[src/rtl/duty_ramp_ctrl.sv]
// Slew-limited duty-cycle controller feeding the PWM generator's duty input.
// Optional macro DUTY_RAMP_BYPASS_EN adds i_bypass for an immediate duty load on accept.
module duty_ramp_ctrl #(
    parameter int CLK_FREQ = 50_000_000,
    parameter int STEP_HZ  = 1_000,
    parameter int STEP     = 1,
    parameter int MAX_DUTY = 100
) (
    input  logic       clk,
    input  logic       rst_n,
    input  logic       i_tgt_valid,
    output logic       o_tgt_ready,
    input  logic [7:0] i_tgt_duty,
    input  logic       i_abort,
`ifdef DUTY_RAMP_BYPASS_EN
    input  logic       i_bypass,
`endif
    output logic [7:0] o_duty_cycle,
    output logic       o_busy,
    output logic       o_done,
    output logic       o_clamped
);

    localparam int TICK_DIV = CLK_FREQ / STEP_HZ;
    localparam int CNT_W    = (TICK_DIV > 2) ? $clog2(TICK_DIV) : 1;
    localparam logic [CNT_W-1:0] CNT_LAST = CNT_W'(TICK_DIV - 1);
    localparam logic [7:0] STEP_8 = 8'(STEP);
    localparam logic [7:0] MAX_8  = 8'(MAX_DUTY);

    typedef enum logic [1:0] {
        IDLE      = 2'd0,
        RAMP_UP   = 2'd1,
        RAMP_DOWN = 2'd2
    } state_t;

    state_t           r_state;
    logic [CNT_W-1:0] r_cnt;
    logic [7:0]       r_tgt;
    logic [7:0]       r_duty;
    logic             r_done;
    logic             r_clamped;

    logic             w_accept;
    logic             w_tick;
    logic             w_over;
    logic             w_bypass;
    logic [7:0]       w_tgt_c;
    logic [7:0]       w_step_up;
    logic [7:0]       w_step_dn;
    logic [7:0]       w_next;

    function automatic logic [7:0] clamp_tgt(input logic [7:0] d);
        if ({1'b0, d} > {1'b0, MAX_8})
            return MAX_8;
        return d;
    endfunction

    // Gaps are 9-bit so the min(STEP, gap) choice can never wrap.
    function automatic logic [7:0] step_up(input logic [7:0] duty, input logic [7:0] tgt);
        logic [8:0] gap;
        gap = {1'b0, tgt} - {1'b0, duty};
        if (gap > {1'b0, STEP_8})
            return duty + STEP_8;
        return tgt;
    endfunction

    function automatic logic [7:0] step_down(input logic [7:0] duty, input logic [7:0] tgt);
        logic [8:0] gap;
        gap = {1'b0, duty} - {1'b0, tgt};
        if (gap > {1'b0, STEP_8})
            return duty - STEP_8;
        return tgt;
    endfunction

`ifdef DUTY_RAMP_BYPASS_EN
    assign w_bypass = i_bypass;
`else
    assign w_bypass = 1'b0;
`endif

    assign o_tgt_ready = (r_state == IDLE);
    assign w_accept    = i_tgt_valid && o_tgt_ready;
    assign w_tick      = (r_cnt == CNT_LAST);
    assign w_over      = ({1'b0, i_tgt_duty} > {1'b0, MAX_8});
    assign w_tgt_c     = clamp_tgt(i_tgt_duty);
    assign w_step_up   = step_up(r_duty, r_tgt);
    assign w_step_dn   = step_down(r_duty, r_tgt);
    assign w_next      = (r_state == RAMP_UP) ? w_step_up : w_step_dn;

    always_ff @(posedge clk or negedge rst_n) begin
        if (!rst_n) begin
            r_state   <= IDLE;
            r_cnt     <= '0;
            r_tgt     <= '0;
            r_duty    <= '0;
            r_done    <= 1'b0;
            r_clamped <= 1'b0;
        end else begin
            r_done    <= 1'b0;
            r_clamped <= 1'b0;
            case (r_state)
                IDLE: begin
                    if (w_accept) begin
                        r_tgt     <= w_tgt_c;
                        r_clamped <= w_over;
                        r_cnt     <= '0;
                        if (w_bypass) begin
                            r_duty <= w_tgt_c;
                            r_done <= 1'b1;
                        end else if (w_tgt_c > r_duty) begin
                            r_state <= RAMP_UP;
                        end else if (w_tgt_c < r_duty) begin
                            r_state <= RAMP_DOWN;
                        end else begin
                            r_done <= 1'b1;
                        end
                    end
                end
                RAMP_UP, RAMP_DOWN: begin
                    // Abort outranks a coincident tick: the duty freezes where it is.
                    if (i_abort) begin
                        r_state <= IDLE;
                        r_cnt   <= '0;
                    end else if (w_tick) begin
                        r_cnt  <= '0;
                        r_duty <= w_next;
                        if (w_next == r_tgt) begin
                            r_state <= IDLE;
                            r_done  <= 1'b1;
                        end
                    end else begin
                        r_cnt <= r_cnt + CNT_W'(1);
                    end
                end
                default: begin
                    r_state <= IDLE;
                    r_cnt   <= '0;
                end
            endcase
        end
    end

    assign o_duty_cycle = r_duty;
    assign o_busy       = (r_state != IDLE);
    assign o_done       = r_done;
    assign o_clamped    = r_clamped;

endmodule

[config.mk]
export PLATFORM = sky130hd
export DESIGN_NAME = duty_ramp_ctrl
export DESIGN_NICKNAME = d
export VERILOG_FILES = /design/src/rtl/duty_ramp_ctrl.sv
export SDC_FILE = /design/constraint.sdc
export NUM_CORES = 1
export LEC_CHECK = 0
export ABC_CLOCK_PERIOD_IN_PS = 3920
export BUFFER_PORTS_ARGS = -buffer_cell sky130_fd_sc_hd__buf_4
export CAP_MARGIN = 20
export CORE_MARGIN = 5
export CORE_UTILIZATION = 62
export CTS_CLUSTER_SIZE = 24
export DETAILED_ROUTE_END_ITERATION = 10
export GPL_TIMING_DRIVEN = 1
export PLACE_DENSITY_LB_ADDON = 0.15
export SLEW_MARGIN = 20
export SYNTH_ARGS = -nofsm -noshare
export SYNTH_HDL_FRONTEND = slang
export SYNTH_SLANG_ARGS = --single-unit
[constraint.sdc]
create_clock -name clk -period 3.92 [get_ports clk]
set_input_delay 0.196 -clock clk [delete_from_list [all_inputs] [get_ports clk]]
set_output_delay 0.196 -clock clk [all_outputs]
set_load 0.05 [all_outputs]
* Word-level counts from Yosys, hierarchy flattened
Index checks and enable logic that the tools add are counted.
** Cells by class
- Add/subtract/negate cells :: 5
- Reduce and logical (&&, ||, !) cells :: 7
- Bitwise gates (word level) :: 1
- $lt $le $gt $ge :: 5
- Muxes and demuxes :: 30
- Equality and inequality tests :: 8
** Operator list (count)
- $mux W8 :: 7
- $mux W16 :: 3
- $pmux W16 S2 :: 1
- $gt A9 B1 Y1 const B :: 2
- $sub A8 B8 Y9 :: 2
- $add A16 B1 Y16 const B :: 1
- $eq A16 B16 Y1 const B :: 1
- $mux W2 :: 6
- $mux W1 :: 11
- $add A8 B1 Y8 const B :: 1
- $eq A8 B8 Y1 :: 1
- $gt A8 B7 Y1 const B :: 1
- $gt A8 B8 Y1 :: 1
- $lt A8 B8 Y1 :: 1
- $sub A8 B1 Y8 const B :: 1
- $ne A3 B3 Y1 const B :: 2
- $pmux W2 S2 :: 1
- $reduce_and A4 Y1 :: 1
- $ne A3 B1 Y1 const B :: 1
- $reduce_and A3 Y1 :: 1
- $eq A2 B1 Y1 const B :: 1
- $eq A2 B2 Y1 const B :: 1
- $logic_not A2 Y1 :: 1
- $ne A2 B1 Y1 const B :: 1
- 6 further kinds :: 6
** Storage, ports and cells
- Flip-flop bits (word level) :: 36
- Output and inout bits :: 12
- Logic and storage cells :: 62

* Logic depth before layout (Yosys ltp)
- Word-level depth :: 10
- Mapped depth :: 12
- Depth with buffers taken out :: 12

* Worst setup path after synthesis
OpenSTA, ideal clock, no wires.
- Kind :: flip-flop to flip-flop
- Start point :: reg r_duty[2] (netlist: o_duty_cycle[2])
- End point :: reg r_state[1]
- Slack :: 349 ps
- Stages on the path, launching flop included :: 12
- Path buffers :: 1
- Data arrival time :: 3447 ps
- Cell sequence :: dfrtp_1 -> clkbuf_1 -> inv_1 -> ha_1 -> nor2b_4 -> o31a_1 -> or4_1 -> a221oi_2 -> o211ai_2 -> a211oi_2 -> a311oi_1 -> a211o_1
** Between the ends
- Longest elaborated chain between the ends :: 8
- Elaborated cells between the ends (all ways) :: 22
- Those cells by class :: add/sub: 4; order compare: 4; eq/ne: 3; mux: 10; reduce/logical: 1
** RTL lines
- from (decl) :: line 39 : logic [7:0] r_duty;
- from (signal assigned) :: line 108 : r_duty <= w_tgt_c;
- from (signal assigned) :: line 126 : r_duty <= w_next;
- $sub A8 B8 Y9, on equally long branches :: line 69, 61
- $gt A9 B1 Y1, on equally long branches :: line 70, 62
- $mux W1, on equally long branches :: line 70, 62
- $mux W8, on equally long branches :: line 72, 64
- $mux W8 :: line 88 : assign w_next = (r_state == RAMP_UP) ? w_step_up : w_step_dn;
- $eq A8 B8 Y1 :: line 127 : if (w_next == r_tgt) begin
- $ne A3 B3 Y1 (no line)
- $reduce_and A4 Y1 (no line)
- to (signal assigned) :: line 92 : r_state <= IDLE;
- to (signal assigned) :: line 128 : r_state <= IDLE;
- to (signal assigned) :: line 136 : r_state <= IDLE;
- to (decl) :: line 36 : state_t r_state;
Several ways; a longest one is shown, not always the timed one. The select of a mux whose other input is x is not followed.
A chain may end at the register's enable or synchronous reset.

* Worst setup path in the final report
- Start point :: reg r_duty[0] (netlist: o_duty_cycle[0])
- End point :: reg r_state[1]
Same word-level chain as after synthesis.

==> qor.txt <==
Status: finished, final reports clean
CTS tree: built
Most frequent cell after synthesis: nor2_1
WL/cell: 18.0 um
Pin count of the biggest net entering global routing: 37
Final Setup Violations: 0
I/O pins: 24
Main synth FF type: dfrtp_1
RSZ-0062 raised after global routing: false
CTS root buf: clkbuf_8
Top post-synthesis cells by count: nor2_1, dfrtp_1, nand2_1, ha_1, inv_1
DR DRC count: 0
Seq cells post-synth: 36
Slew Viols, Final: 0
Die height: 85.3 um
Num CTS Buffers: 5
CP required: 4100 ps
Initial drt markers: 281
Area leader, netlist: dfrtp_1
Max IR drop VDD: 0.485 mV
Post-synth cell types: 68
Worst Path Max Fanout: 10
Final hold vios: 0
CP Class: reg2reg
Row count: 27
Number of port buffers: 23
Final setup TNS: 0 ps
ANT cells: 0
H-tree depth: 2
Final setup margin: 315 ps
Post-synth EDFFs: 0
LEAKAGE: 1.65 nW
R2R Setup Slk: 310 ps
GPL Wtd Cong: 0.912
Layout fillers: 446
Fin nets: 486
Worst skew pair latency: 290 ps
ANT nets after route: 0
Min-Delay Path Class: in2reg
Seq/Total Area, Yosys: 25.7%
Vias per std cell: 6.47
Final core occ: 70.0%
Min Tclk post-route: 3610 ps
Max-cap violations: 0
Pre-antenna DRT Iters: 5
Setup Skew: 3.80 ps
CP Data Arrival Time: 3780 ps
Post-DP HPWL: 7.16 mm
FFs w/ async S/R, synth: 100%
Synth Cell Area: 0.00351 sq mm
Ranking of synthesized cells by area: dfrtp_1, ha_1, nor2_1
Vias in the first global route: 3,120
Synth Area per Inst: 8.36 sq um
Tot GR Track Use: 26.1%
First-pass GRT wire length: 15.4 mm
Layout cells sized above 1: 12.4%
Via count: 3,331
Initial antenna violation count: 0
Post-Route WL: 9.25 mm
Starting Density: 63.8%
Worst slew pin tran: 816 ps
Synth warnings: 0
Syn Inst Count: 420
Clock Sinks: 36
Total core area: 0.00551 sq mm
Die width: 85.3 um
Pwr Density: 505 mW/mm^2
Clock Tree Buf Depth: 2
Area of the multi-input gates: 0.00246 sq mm
Critical Path End Type: flip-flop
F_max: 277 MHz
Final worst-path cycle share: 92.0%
Sequential cell area: 901 sq um
Die area: 0.00727 sq mm
Setup slack at placement: 352 ps
Share of the synthesized area in the top cell type: 25.7%
Clk pin slew, worst setup/hold paths: 70 ps
Max_slew headroom: 45.4%
Layout area overhead: 9.73%
Syn nets: 464
Grt ovf: 0
Startpoint class of the critical path: flip-flop
==> state kept, by name, indices dropped and copies added, names as in the netlist <==
| name | cells |
|---|---|
| o_clamped | 1 |
| o_done | 1 |
| o_duty_cycle | 8 |
| r_cnt | 16 |
| r_state | 2 |
| r_tgt | 8 |
==> critical path: stages, from the launching register on <==
cell      delay (ps)
dfrtp_1          540
inv_1            130
ha_1             260
fa_1             380
nand2b_1         190
a211o_1          310
a221oi_1         290
o311a_1          230
nand3b_1         270
o21ai_0          450
a311oi_1         160
a211o_1          290
==> placed cells by master (no fill, tap or decap), types with 3 or more instances in the layout <==
master and instances:
o31ai_1 6, inv_1 25, xor2_1 15, o311a_1 3
nor3_1 7, or2_2 6, clkbuf_8 6, buf_4 27
nor2_1 40, and4_1 3, nand2_1 34, a31oi_1 5
o211ai_1 5, a21o_1 4, nor4_1 5, nand4_1 8
o21ai_0 23, and2_1 7, ha_1 30, or3_1 3
o211a_1 3, nand3_1 12, dfrtp_1 36, nor2b_1 10
o2111ai_1 3, a211o_1 6, mux2_2 4, a211oi_1 7
a21oi_1 17, o311ai_0 3, and3_1 5, nand2b_1 10
xnor2_1 15
==> power breakdown <==
| part | switching, mW | internal, mW | total [mW] |
|---|---|---|---|
| Sequential | 0.0829 | 0.424 | 0.507 |
| Combinational | 0.728 | 0.436 | 1.16 |
| Clock | 0.133 | 0.143 | 0.276 |
| Total | 0.944 | 1.00 | 1.95 |
==> path summary, 6_finish.rpt <==
path,to,cells after the start,startpoint
worst min register to register,r_cnt[3],1,r_cnt[3]
worst max register to register,r_state[1],11,o_duty_cycle[0]
worst min-delay path,r_tgt[7],2,i_tgt_valid
max in group asynchronous,r_cnt[13],2,rst_n
min in group asynchronous,o_duty_cycle[6],2,rst_n
worst max-delay path,r_state[1],11,o_duty_cycle[0]
==> kinds of logic (layout without fill, tap and decap cells) <==
kind of cell	after synthesis	count (layout)	synth area share [%]
fa+ha+maj	32	32	11.8
compound gates	113	113	23.6
xor+xnor	32	32	8.77
simple gates	163	163	24.4
flops	36	36	25.7
buf+inv	38	61	4.13
other cells	1	1	0.107
mux	5	5	1.57
==> per-layer routing <==
layer	GRT usage, %	vias to the layer above	wire (um)
met5	0	-	0
met4	5.32	0	86
met3	4.56	12	589
met2	40.7	117	4320
met1	37.9	1617	4260
li1	-	1585	-
==> layout make-up <==
class | instances | share of cell area (%)
inverters | 25 | 2.44
well taps | 72 | 2.34
repair buffers | 28 | 5.52
multi-input cells | 346 | 64.0
flip-flops and latches | 36 | 23.4
clock buffers | 8 | 2.34
==> what timing repair did <==
| item | in CTS | in global routing |
|---|---|---|
| buffers inserted | 0 | 0 |
| setup endpoints to repair | 0 | 0 |
| hold endpoints to repair | 36 | 0 |
| resized for setup | 0 | 0 |
| hold buffers | 1 | 0 |
==> stage by stage <==
step	cell area (sq um)	hold WS, ps	power (mW)	std cells
floorplan	3510	-99.6	1.37	420
global placement	3750	187	1.63	506
detailed placement	3750	184	1.66	506
CTS	3850	124	1.93	515
global route	3850	130	2.09	515
finish	3850	122	1.95	515
(Power assumes the default switching activity.)
